## src/rtl/lattice_reader.sv

```systemverilog
// Streams one lattice frame out of BRAM and reduces each 9-distribution point to density and x-momentum.
// Optional momentum path: define LATTICE_READER_MOMENTUM_EN.
module lattice_reader #(
  parameter int BRAM_DEPTH    = 31570,
  parameter int LATTICE_WIDTH = 205,
  parameter int READ_LATENCY  = 2
) (
  input  logic                          clk_in,
  input  logic                          rst_in,
  input  logic                          start_in,
  output logic                          busy_out,
  output logic                          done_out,
  output logic [$clog2(BRAM_DEPTH)-1:0] addr_out,
  input  logic [8:0][7:0]               bram_data_in,
  output logic [11:0]                   pixel_density_out,
  output logic signed [10:0]            pixel_momentum_out,
  output logic                          pixel_valid_out,
  input  logic                          pixel_ready_in,
  output logic                          pixel_row_end_out,
  output logic                          pixel_last_out
);

  localparam int AW         = $clog2(BRAM_DEPTH);
  localparam int FIFO_DEPTH = READ_LATENCY + 2;
  localparam int PW         = $clog2(FIFO_DEPTH);
  localparam int CW         = $clog2(FIFO_DEPTH + 2) + 1;
  localparam int XW         = (LATTICE_WIDTH > 1) ? $clog2(LATTICE_WIDTH) : 1;
  localparam logic [AW-1:0] LAST_ADDR = AW'(BRAM_DEPTH - 1);
  localparam logic [XW-1:0] LAST_COL  = XW'(LATTICE_WIDTH - 1);
  localparam logic [PW-1:0] LAST_PTR  = PW'(FIFO_DEPTH - 1);

  typedef enum logic [1:0] {IDLE, READ, DRAIN, DONE} state_t;

  state_t                  state, state_nxt;
  logic [AW-1:0]           addr;
  logic                    issue;
  logic                    credit;
  logic [READ_LATENCY-1:0] vsr;
  logic                    ret;
  logic                    conv_valid;
  logic [11:0]             conv_den;
  logic [11:0]             den_sum;
  logic [11:0]             fifo_den [FIFO_DEPTH];
  logic [PW-1:0]           wr_ptr, rd_ptr;
  logic [CW-1:0]           fifo_count;
  logic [CW-1:0]           inflight;
  logic                    push, pop;
  logic [AW-1:0]           pix_idx;
  logic [XW-1:0]           pix_col;

  function automatic logic [PW-1:0] ptr_inc(input logic [PW-1:0] p);
    return (p == LAST_PTR) ? '0 : p + 1'b1;
  endfunction

  // ---------------- control FSM ----------------
  always_ff @(posedge clk_in) begin
    if (rst_in) state <= IDLE;
    else        state <= state_nxt;
  end

  always_comb begin
    state_nxt = state;
    busy_out  = 1'b0;
    done_out  = 1'b0;
    case (state)
      IDLE:  if (start_in) state_nxt = READ;
      READ: begin
        busy_out = 1'b1;
        if (issue && addr == LAST_ADDR) state_nxt = DRAIN;
      end
      DRAIN: begin
        busy_out = 1'b1;
        if (pop && pix_idx == LAST_ADDR) state_nxt = DONE;
      end
      DONE: begin
        done_out  = 1'b1;
        state_nxt = IDLE;
      end
      default: state_nxt = IDLE;
    endcase
  end

  // ---------------- address issue with credit ----------------
  // Every issued read already owns a FIFO slot; a pop in the same cycle frees one,
  // which is what keeps the stream bubble-free at full rate.
  always_comb begin
    inflight = fifo_count + CW'(conv_valid);
    for (int unsigned i = 0; i < READ_LATENCY; i++) inflight = inflight + CW'(vsr[i]);
  end

  assign credit   = inflight < (CW'(FIFO_DEPTH) + CW'(pop));
  assign issue    = (state == READ) && credit;
  assign addr_out = addr;

  always_ff @(posedge clk_in) begin
    if (rst_in)              addr <= '0;
    else if (issue)          addr <= (addr == LAST_ADDR) ? '0 : addr + 1'b1;
    else if (state != READ)  addr <= '0;
  end

  always_ff @(posedge clk_in) begin
    if (rst_in) vsr <= '0;
    else        vsr <= (vsr << 1) | READ_LATENCY'(issue);
  end

  assign ret = vsr[READ_LATENCY-1];

  // ---------------- conversion stage ----------------
  always_comb begin
    den_sum = '0;
    for (int unsigned i = 0; i < 9; i++) den_sum = den_sum + 12'(bram_data_in[i]);
  end

  always_ff @(posedge clk_in) begin
    if (rst_in) conv_valid <= 1'b0;
    else        conv_valid <= ret;
  end

  always_ff @(posedge clk_in) begin
    if (ret) conv_den <= den_sum;
  end

  // ---------------- output FIFO ----------------
  assign push            = conv_valid;
  assign pixel_valid_out = (fifo_count != '0);
  assign pop             = pixel_valid_out && pixel_ready_in;

  always_ff @(posedge clk_in) begin
    if (rst_in) begin
      wr_ptr     <= '0;
      rd_ptr     <= '0;
      fifo_count <= '0;
    end else begin
      if (push) wr_ptr <= ptr_inc(wr_ptr);
      if (pop)  rd_ptr <= ptr_inc(rd_ptr);
      case ({push, pop})
        2'b10:   fifo_count <= fifo_count + 1'b1;
        2'b01:   fifo_count <= fifo_count - 1'b1;
        default: fifo_count <= fifo_count;
      endcase
    end
  end

  always_ff @(posedge clk_in) begin
    if (push) fifo_den[wr_ptr] <= conv_den;
  end

  assign pixel_density_out = fifo_den[rd_ptr];

`ifdef LATTICE_READER_MOMENTUM_EN
  logic [9:0]         pos_sum, neg_sum;
  logic signed [10:0] mom_diff;
  logic signed [10:0] conv_mom;
  logic signed [10:0] fifo_mom [FIFO_DEPTH];

  assign pos_sum  = 10'(bram_data_in[2]) + 10'(bram_data_in[3]) + 10'(bram_data_in[4]);
  assign neg_sum  = 10'(bram_data_in[6]) + 10'(bram_data_in[7]) + 10'(bram_data_in[8]);
  assign mom_diff = $signed({1'b0, pos_sum}) - $signed({1'b0, neg_sum});

  always_ff @(posedge clk_in) begin
    if (ret) conv_mom <= mom_diff;
  end

  always_ff @(posedge clk_in) begin
    if (push) fifo_mom[wr_ptr] <= conv_mom;
  end

  assign pixel_momentum_out = fifo_mom[rd_ptr];
`else
  assign pixel_momentum_out = '0;
`endif

  // ---------------- output position tracking ----------------
  // Pixels leave strictly in address order, so row/frame markers come from an output-side counter.
  always_ff @(posedge clk_in) begin
    if (rst_in) begin
      pix_idx <= '0;
      pix_col <= '0;
    end else if (pop) begin
      pix_idx <= (pix_idx == LAST_ADDR) ? '0 : pix_idx + 1'b1;
      pix_col <= (pix_col == LAST_COL || pix_idx == LAST_ADDR) ? '0 : pix_col + 1'b1;
    end
  end

  assign pixel_row_end_out = pixel_valid_out && (pix_col == LAST_COL);
  assign pixel_last_out    = pixel_valid_out && (pix_idx == LAST_ADDR);

endmodule

```

## config.mk

```make
export PLATFORM = sky130hd
export DESIGN_NAME = lattice_reader
export DESIGN_NICKNAME = d
export VERILOG_FILES = /design/src/rtl/lattice_reader.sv
export SDC_FILE = /design/constraint.sdc
export NUM_CORES = 1
export LEC_CHECK = 0
export CORE_MARGIN = 2
export CORE_UTILIZATION = 50
export CTS_CLUSTER_SIZE = 12
export DETAILED_ROUTE_END_ITERATION = 12
export GPL_ROUTABILITY_DRIVEN = 0
export PLACE_DENSITY = 0.78
export SETUP_SLACK_MARGIN = 0.3
export SYNTH_ARGS = -nofsm -noshare
export SYNTH_HDL_FRONTEND = slang
export SYNTH_SLANG_ARGS = --single-unit
```

## constraint.sdc

```tcl
create_clock -name clk_in -period 6.8 [get_ports clk_in]
set_input_delay 1.36 -clock clk_in [delete_from_list [all_inputs] [get_ports clk_in]]
set_output_delay 1.36 -clock clk_in [all_outputs]
set_load 0.01 [all_outputs]
```

==> flow_metrics.env <==
export IMPL_ir_drop_uv=197
export IMPL_hold_violations=0
export IMPL_vias=4715
export IMPL_firstDrtPassIters=4
export IMPL_postCtsResizedCells=0
export IMPL_std_cell_rows=42
export IMPL_coreArea_um2=13300
export IMPL_crit_type="in -> reg"
export IMPL_ant_nets=0
export IMPL_cts_made_buffers=17
export IMPL_ys_ff_latch=113
export IMPL_rsz0062_at_grt="false"
export IMPL_fp_dieH_um=121
export IMPL_cp_required_ns=6.95
export IMPL_grt_antenna_before_repair=0
export IMPL_cts_tree="built"
export IMPL_overflow=0
export IMPL_grt_max_degree=25
export IMPL_num_nets_final=880
export IMPL_wl_per_cell_um=14.7
export IMPL_status="completed"
export IMPL_ys_types=61
export IMPL_viasPerCell=5.22
export IMPL_tightest_slew_ns=0.983
export IMPL_crit_arrival_ns=5.72
export IMPL_synthArstFlopShare_pct=0
export IMPL_cts_sinks=113
export IMPL_final_min_clock_period_ns=5.57
export IMPL_die_area_um2=14600
export IMPL_drv_slew=0
export IMPL_clkTransAtPathRegs_ns=0.06
export IMPL_reg2reg_depth=9
export IMPL_synthTopCellsByArea="edfxtp_1 (26%), fa_1 (17%), dfxtp_1 (16%)"
export IMPL_synth_edf_count=60
export IMPL_grt_usage_pct=19.5
export IMPL_final_period_utilization_pct=81.8
export IMPL_grt_first_pass_wirelength_um=22500
export IMPL_ys_seq_area_share_pct=42.0
export IMPL_syn_area_um2=6810
export IMPL_whs_path_depth=1
export IMPL_yosys_area_top_type="edfxtp_1"
export IMPL_drt_wl_total_um=13300
export IMPL_end_kind="flop"
export IMPL_worstPathMaxFanout=2
export IMPL_insertion_delay_ns=0.41
export IMPL_synth_top_area_share_pct=26.4
export IMPL_relSlewSlack_pct=34.3
export IMPL_power_density_nw_per_um2=338
export IMPL_ys_warn_count=0
export IMPL_start_util_pct=51.3
export IMPL_pin_count=119
export IMPL_maxCapViolations=0
export IMPL_skew_ns=0.00869
export IMPL_drive_gt1_share_pct=7.84
export IMPL_max_stage_delay_ns=0.56
export IMPL_startpoint_type="primary input"
export IMPL_area_delta_synth_final_pct=27.0
export IMPL_antenna_cells=0
export IMPL_grt_pass1_vias=4825
export IMPL_avgSynthCellArea_um2=11.4
export IMPL_dpl_hpwl_um=9600
export IMPL_cts_hold_buffers=0
export IMPL_drcViolationCount=0
export IMPL_max_freq_mhz=180
export IMPL_syn_instance_count=599
export IMPL_finalSetupTns_ns=0
export IMPL_cp_common_cell="fa_1"
export IMPL_final_cell_mix="inv_1 (112), clkdlybuf4s50_1 (107), edfxtp_1 (60)"
export IMPL_die_w_um=121
export IMPL_portBuffers=107
export IMPL_mostFrequentLayoutCell="inv_1"
export IMPL_path_cells="clkdlybuf4s50_1 -> fa_1 -> inv_1 -> fa_1 -> fa_1 -> fa_1 -> inv_1 -> ha_1 -> fa_1 -> a21o_1 -> a21oi_1 -> o21ai_0 -> o41ai_1 -> xnor2_1"
export IMPL_cts_htree_levels=4
export IMPL_critPathSlowestCell="fa_1"
export IMPL_clk_path_buf_depth=2
export IMPL_cts_setup_buffers=0
export IMPL_finalSetupViolations=0
export IMPL_placed_area_um2=8010
export IMPL_final_cell_area_um2=8660
export IMPL_hp_class="reg -> reg"
export IMPL_drt_initial_drc_count=241
export IMPL_synth_top_flop_cell="edfxtp_1"
export IMPL_p_leak_nw=3.45
export IMPL_ctsRootBufferMaster="clkbuf_16"
## area by class of cell
type / instances / area, µm²
repair buffers: 108 / 1080
fillers: 968 / 4640
clock inverters: 15 / 224
multi-input cells: 361 / 3420
flip-flops and latches: 113 / 2860
well taps: 176 / 220
inverters: 113 / 424
clock buffers: 17 / 425
## worst max-delay path, delay by kind of cell
kind,cells,cell delay (ns)
adder cells (fa/ha/maj),6,2.76
AO/OA/AOI/OAI,4,0.95
buffers and inverters,3,0.56
XOR/XNOR,1,0.10
## sequential cells by signal (all words and copies together), names as in the netlist, named ones only
register	count
conv_den	12
pix_col	8
fifo_den	48
wr_ptr	2
conv_valid	1
rd_ptr	2
pix_idx	15
vsr	2
fifo_count	4
addr_out	15
state	2
## routing by layer
metal	share of wire, %	GRT usage, %
met1	42	24.4
met2	53	33.1
met5	0	0
met3	4.1	3.92
met4	1.4	7.99
## cells in the mapped netlist, drive strengths merged, types with 2 or more instances
cell / count
nor3b: 2
mux4: 12
inv: 113
and3: 6
xnor2: 14
a41oi: 3
and4: 4
o41ai: 4
edfxtp: 60
a21o: 3
and2: 5
nor2: 36
buf: 15
nand3: 14
dfxtp: 53
clkbuf: 7
nor4: 2
nor2b: 2
a21boi: 2
nor4b: 2
nand4bb: 2
nand2: 28
a21oi: 26
xor2: 12
nor3: 12
a22o: 3
fa: 57
mux2i: 2
ha: 33
o21ai: 19
nand3b: 4
a31oi: 11
nand4: 9
or3: 7
## where the power goes
group,switching (mW),leakage [nW],internal [mW]
registers,0.0580,0.968,0.842
clock network,0.342,0.318,0.626
logic,0.551,2.16,0.508
total,0.950,3.45,1.98
## worst paths after layout
| check | start | slack (ns) | to |
|---|---|---|---|
| max | bram_data_in[2] | 1.23 | conv_den[10] |
| min | pix_col[7] | 0.49 | pix_col[7] |
| max reg2reg | vsr[1] | 3.28 | addr_out[5] |
| min reg2reg | pix_col[7] | 0.49 | pix_col[7] |
## per-stage QoR
step                util (%)  setup WS (ns)  power (mW)  std cells  hold slack (ns)
floorplan                  -           1.57        1.71        609            0.448
global placement        60.2          0.964        1.93        871            0.466
detailed placement      60.2          0.851        1.97        871            0.477
CTS                     65.1           1.23        2.95        903            0.490
global route            65.1          0.989        3.13        903            0.502
finish                  65.1           1.23        2.93        903            0.486
## logic make-up after synthesis
family / count (synthesis) / synth area share [%]
other: 1 / 0.0550
DFF: 113 / 42.0
muxes: 14 / 4.26
AOI/OAI and AO/OA: 78 / 7.90
adders and majority gates: 90 / 22.8
buffers and inverters: 135 / 8.34
and+or+nand+nor: 142 / 11.3
xor gates and xnor gates: 26 / 3.34
(Power assumes the default switching activity.)
